### src/rtl/stb_catcher_pkg.sv
// Shared definitions for the strobe catcher: FSM state encoding and default parameters.
// Latency: n/a (types and constants only).
// Backpressure: n/a.
package stb_catcher_pkg;

    typedef enum logic [1:0] {
        IDLE  = 2'd0,
        QUAL  = 2'd1,
        PULSE = 2'd2,
        HOLD  = 2'd3
    } state_t;

    localparam int DEF_SYNC_STAGES = 2;
    localparam int DEF_MIN_HIGH    = 2;
    localparam int DEF_MAX_HIGH    = 1000;
    localparam int DEF_CNT_W       = 8;

endpackage

### src/rtl/stb_catcher_sync.sv
// Synchroniser flop chain for one asynchronous bit; q is the last stage.
// Latency: STAGES clock edges from d to q.
// Backpressure: none; samples d every cycle.
// Ports: clk, rst (async active-high), d (async input), q (synchronised output).
module sync_chain #(
    parameter int STAGES = 2
) (
    input  logic clk,
    input  logic rst,
    input  logic d,
    output logic q
);

    logic [STAGES-1:0] ff;

    always_ff @(posedge clk or posedge rst) begin
        if (rst) begin
            ff <= '0;
        end else begin
            ff <= {ff[STAGES-2:0], d};
        end
    end

    assign q = ff[STAGES-1];

endmodule

### src/rtl/stb_catcher.sv
// Receives a stretched strobe from another clock domain, synchronises it, rejects
// short highs and emits one stb_out pulse per accepted high period, with a
// four-phase ack back to the sender and sticky glitch/stuck flags.
// Latency: stb_out rises SYNC_STAGES+MIN_HIGH edges after stb_async rises.
// Backpressure: none; the sender is throttled by ack (drop strobe once ack seen).
// Ports: clk, reset (async active-high), stb_async, err_clr -> stb_out, ack,
//        stuck_err, glitch_err, evt_cnt.
// Macro STB_CATCHER_CNT_EN: when defined, evt_cnt counts accepted strobes;
// otherwise evt_cnt is tied to 0.
module stb_catcher
    import stb_catcher_pkg::*;
#(
    parameter int SYNC_STAGES = DEF_SYNC_STAGES,
    parameter int MIN_HIGH    = DEF_MIN_HIGH,
    parameter int MAX_HIGH    = DEF_MAX_HIGH,
    parameter int CNT_W       = DEF_CNT_W
) (
    input  logic             clk,
    input  logic             reset,
    input  logic             stb_async,
    input  logic             err_clr,
    output logic             stb_out,
    output logic             ack,
    output logic             stuck_err,
    output logic             glitch_err,
    output logic [CNT_W-1:0] evt_cnt
);

    localparam logic [3:0]  QCNT_LAST = 4'(MIN_HIGH - 1);
    localparam logic [15:0] HCNT_LAST = 16'(MAX_HIGH - 1);

    logic        s;
    state_t      state, state_nxt;
    logic [3:0]  qcnt, qcnt_nxt;
    logic [15:0] hcnt, hcnt_nxt;
    logic        glitch_set, stuck_set;

    sync_chain #(.STAGES(SYNC_STAGES)) u_sync (
        .clk (clk),
        .rst (reset),
        .d   (stb_async),
        .q   (s)
    );

    always_ff @(posedge clk or posedge reset) begin
        if (reset) begin
            state <= IDLE;
            qcnt  <= '0;
            hcnt  <= '0;
        end else begin
            state <= state_nxt;
            qcnt  <= qcnt_nxt;
            hcnt  <= hcnt_nxt;
        end
    end

    always_comb begin
        state_nxt  = state;
        qcnt_nxt   = qcnt;
        hcnt_nxt   = hcnt;
        glitch_set = 1'b0;
        stuck_set  = 1'b0;
        case (state)
            IDLE: begin
                if (s) begin
                    // The IDLE sample is the first qualifying high sample.
                    if (MIN_HIGH == 1) begin
                        state_nxt = PULSE;
                    end else begin
                        state_nxt = QUAL;
                        qcnt_nxt  = 4'd1;
                    end
                end
            end
            QUAL: begin
                if (!s) begin
                    glitch_set = 1'b1;
                    state_nxt  = IDLE;
                end else if (qcnt == QCNT_LAST) begin
                    state_nxt = PULSE;
                end else begin
                    qcnt_nxt = qcnt + 4'd1;
                end
            end
            PULSE: begin
                if (s) begin
                    state_nxt = HOLD;
                    hcnt_nxt  = '0;
                end else begin
                    state_nxt = IDLE;
                end
            end
            HOLD: begin
                if (!s) begin
                    state_nxt = IDLE;
                end else begin
                    if (hcnt != HCNT_LAST) begin
                        hcnt_nxt = hcnt + 16'd1;
                    end
                    // Keeps asserting while saturated so err_clr cannot hide a
                    // sender that is still stuck.
                    stuck_set = (hcnt_nxt == HCNT_LAST);
                end
            end
            default: state_nxt = IDLE;
        endcase
    end

    assign stb_out = (state == PULSE);
    assign ack     = (state == PULSE) || (state == HOLD);

    // Set beats clear when both happen in the same cycle.
    always_ff @(posedge clk or posedge reset) begin
        if (reset) begin
            glitch_err <= 1'b0;
            stuck_err  <= 1'b0;
        end else begin
            if (glitch_set) begin
                glitch_err <= 1'b1;
            end else if (err_clr) begin
                glitch_err <= 1'b0;
            end
            if (stuck_set) begin
                stuck_err <= 1'b1;
            end else if (err_clr) begin
                stuck_err <= 1'b0;
            end
        end
    end

`ifdef STB_CATCHER_CNT_EN
    logic [CNT_W-1:0] cnt;

    always_ff @(posedge clk or posedge reset) begin
        if (reset) begin
            cnt <= '0;
        end else if (state == PULSE) begin
            cnt <= cnt + CNT_W'(1);
        end
    end

    assign evt_cnt = cnt;
`else
    assign evt_cnt = '0;
`endif

endmodule

### config.mk
export PLATFORM = sky130hd
export DESIGN_NAME = stb_catcher
export DESIGN_NICKNAME = d
export VERILOG_FILES = /design/src/rtl/stb_catcher_pkg.sv /design/src/rtl/stb_catcher_sync.sv /design/src/rtl/stb_catcher.sv
export SDC_FILE = /design/constraint.sdc
export NUM_CORES = 1
export LEC_CHECK = 0
export CAP_MARGIN = 20
export CORE_AREA = 2 2 56 58
export CTS_BUF_LIST = sky130_fd_sc_hd__clkbuf_8
export DETAILED_ROUTE_END_ITERATION = 12
export DIE_AREA = 0 0 58 60
export PLACE_DENSITY = 0.85
export SLEW_MARGIN = 40
export SYNTH_ARGS = -nofsm -noshare
export SYNTH_HDL_FRONTEND = slang
export SYNTH_SLANG_ARGS = --single-unit
export TNS_END_PERCENT = 100
### constraint.sdc
create_clock -name clk -period 3.4 [get_ports clk]
set_clock_uncertainty 0.05 [all_clocks]
set_input_delay 1.02 -clock clk [delete_from_list [all_inputs] [get_ports clk]]
set_output_delay 1.02 -clock clk [all_outputs]
set_load 0.01 [all_outputs]
==> reports/summary.txt <==
Status -> completed
Routed wire length -> 3330 µm
Mapped Cells -> 175
Synthesis-stage register bit count -> 26
Mapped Avg Cell Area -> 9.15 µm²
Final HPWL DP -> 2290 µm
I/O Buffers -> 7
Grt total ovfl -> 0
Reg-to-reg critical path startpoint -> hcnt[0]
Final Cycle Share -> 0.757
Leading area contributor after synthesis -> dfrtp_1
Reg2Reg Depth -> 6
GRT Max-Usage Layer -> met2
H-tree levels -> 1
Final GP Congestion -> 0.837
Asr flop ratio synth -> 1.00
Post-CTS Resized -> 0
ANT nets after route -> 0
First-pass GRT wire length -> 5740 µm
Site row count -> 20
Cell Pwr Density -> 529 nW/µm²
Crit path DAT -> 2.69 ns
Cell area after synthesis -> 1600 µm²
Max-cap viol count -> 0
Sequential cell area fraction in the yosys report -> 0.406
Crit path kind -> register to register
Synth cell types -> 45
Root buf cell -> clkbuf_8
Clk buf depth -> 2
Critical Path Max Stage Delay -> 0.51 ns
CP startpoint kind -> register
Die X -> 58 µm
Overall power -> 0.000915 W
IO Pins -> 16
Clock Sinks -> 26
Synth-to-Final Area Change -> 7.97%
Final Net Count -> 187
Vias -> 1,306
YS warnings -> 0
FF-to-FF End -> hcnt[0]
Drt drc -> 0
Worst-path cell chain -> ha_1 -> nand2_1 -> or4b_4 -> nor4_4 -> mux2_2 -> a22o_2
Flop-to-flop setup slack -> 0.83 ns
Peak VDD IR -> 0.000423 V
Post-CTS Hold Fix Bufs -> 0
GR met2 Demand/Resource -> 0.394
Antenna cell count -> 0
Chip height -> 60 µm
Vias in the first global route -> 1,322
Core Region -> 2900 µm²
Endpoint class of the critical path -> register
CTS Buf Count -> 3
RSZ-0062 raised after global routing -> false
Final setup violation count -> 0
DR WL/cell -> 15.7 µm
Total Routing Usage GR -> 0.215
LEAKAGE -> 0.745 nW
Fin Setup TNS -> 0 ns
Pin count of the biggest net entering global routing -> 27
Hold Crit Class -> register to register
First drt pass iteration count -> 4
Critical Path Fanout Max -> 8
Fin. Hold Viols -> 0
Req. time, crit path -> 3.52 ns
Grt met1 use -> 0.243
Worst-skew pair later-pin latency -> 0.27 ns
CTS tree -> done
Die ar. -> 3480 µm²
# fillers -> 243
Clk slew on worst S/H paths -> 0.09 ns
Final slew viol count -> 0
Setup crit end -> hcnt[0]
Antenna violations before repair -> 0
Vias per cell -> 6.16
F_max -> 389 MHz
Synth top area share -> 0.406
CP Launch Point -> hcnt[0]
Synth top area cells -> dfrtp_1, nand2_1, o21ai_0
Buffer count from post-CTS setup fixing -> 0
Initial Util -> 0.552
Synth Flop Type -> dfrtp_1
Share of cells above drive strength 1 -> 0.134
Fin crit period -> 2.57 ns
Post-synth EDFFs -> 0
Initial DRC Count -> 101
GR Layer Usage met3 -> 0.0303
Worst path slowest cell -> or4b_4
==> critical path, delay by kind of cell, from the launching register on <==
family | cells | cell delay (ns)
and+or+nand+nor | 3 | 1.01
AOI/OAI and AO/OA | 1 | 0.21
muxes | 1 | 0.39
adders and majority gates | 1 | 0.33
DFF | 1 | 0.49
==> sequential cells by signal (all words and copies together) (netlist names) <==
register and cells:
hcnt 16, qcnt 4, state 2, u_sync.ff 2
glitch_err 1, stuck_err 1
==> kinds of logic (layout without fill, tap and decap cells) <==
logic type / count (synthesis) / after routing / synth area share
xor+xnor: 7 / 7 / 0.0383
flops: 26 / 26 / 0.406
simple gates: 67 / 67 / 0.233
compound gates: 40 / 40 / 0.172
mux: 6 / 6 / 0.0414
fa+ha+maj: 3 / 3 / 0.0234
buf+inv: 25 / 22 / 0.0836
other cells: 1 / 8 / 0.00234
==> per-stage QoR <==
stage | setup WS (ns) | cell area, µm² | std cells | hold WS [ns] | util
detailed placement | 0.879 | 1660 | 208 | 0.286 | 0.571
global route | 0.755 | 1730 | 212 | 0.314 | 0.596
floorplan | 1.08 | 1630 | 182 | 0.281 | -
global placement | 0.987 | 1660 | 208 | 0.289 | 0.571
finish | 0.827 | 1730 | 212 | 0.304 | 0.596
CTS | 0.846 | 1730 | 212 | 0.307 | 0.596
==> routing by layer <==
metal	vias up	wire [µm]
met3	12	171
met4	0	98
met1	645	1360
li1	611	-
met5	-	0
met2	38	1700
==> how the worst min path moves through the flow <==
stage / start / end / slack (ns) / cells after the start
2_1_floorplan: u_sync.ff[0] / u_sync.ff[1] / 0.28 / 0
3_3_place_gp: u_sync.ff[0] / u_sync.ff[1] / 0.29 / 0
3_5_place_dp: u_sync.ff[0] / u_sync.ff[1] / 0.29 / 0
4_1_cts: u_sync.ff[0] / u_sync.ff[1] / 0.31 / 0
5_1_grt: u_sync.ff[0] / u_sync.ff[1] / 0.31 / 0
6_report: u_sync.ff[0] / u_sync.ff[1] / 0.30 / 0
==> area by class of cell <==
cell class | count | area [µm²] | share of cell area
clock buffer | 3 | 41.3 | 0.0239
sequential | 26 | 651 | 0.376
tap | 33 | 41.3 | 0.0239
timing repair buffer | 10 | 92.6 | 0.0535
clock inverter | 1 | 30.0 | 0.0174
multi-input combinational | 131 | 843 | 0.488
inverter | 8 | 30.0 | 0.0174
==> Yosys cell counts (all sizes together) (2+ instances only) <==
library cell	n
nand3	10
a22o	8
o31ai	6
xor2	4
nor4	2
o21ai	12
or4	2
dfrtp	26
nor3	5
nand2	24
nand4	3
xnor2	3
buf	13
a21o	2
clkbuf	4
mux2	5
a21oi	3
nor2	13
and3	2
inv	8
a31oi	3
ha	3
==> where the power goes <==
part	total (W)	leakage [nW]	switching, W	internal (W)
logic	0.000255	0.360	0.000149	0.000106
registers	0.000405	0.349	0.0000552	0.000349
clock network	0.000255	0.0357	0.0000980	0.000157
total	0.000915	0.745	0.000303	0.000613
==> cell usage in the layout (no fill, tap or decap), types with 2 or more instances in the layout <==
cell	instances
nor2_1	13
nand4_1	2
clkbuf_8	3
mux2_2	5
ha_1	3
a21oi_1	3
o21ai_0	12
conb_1	8
a21o_1	2
nand2_1	24
o31ai_1	6
xor2_1	4
clkdlybuf4s50_1	7
nor3_1	4
a22o_2	2
a31oi_1	3
inv_1	8
buf_4	3
a22o_1	6
dfrtp_1	26
xnor2_1	3
nand3_1	10
(Power assumes the default switching activity.)
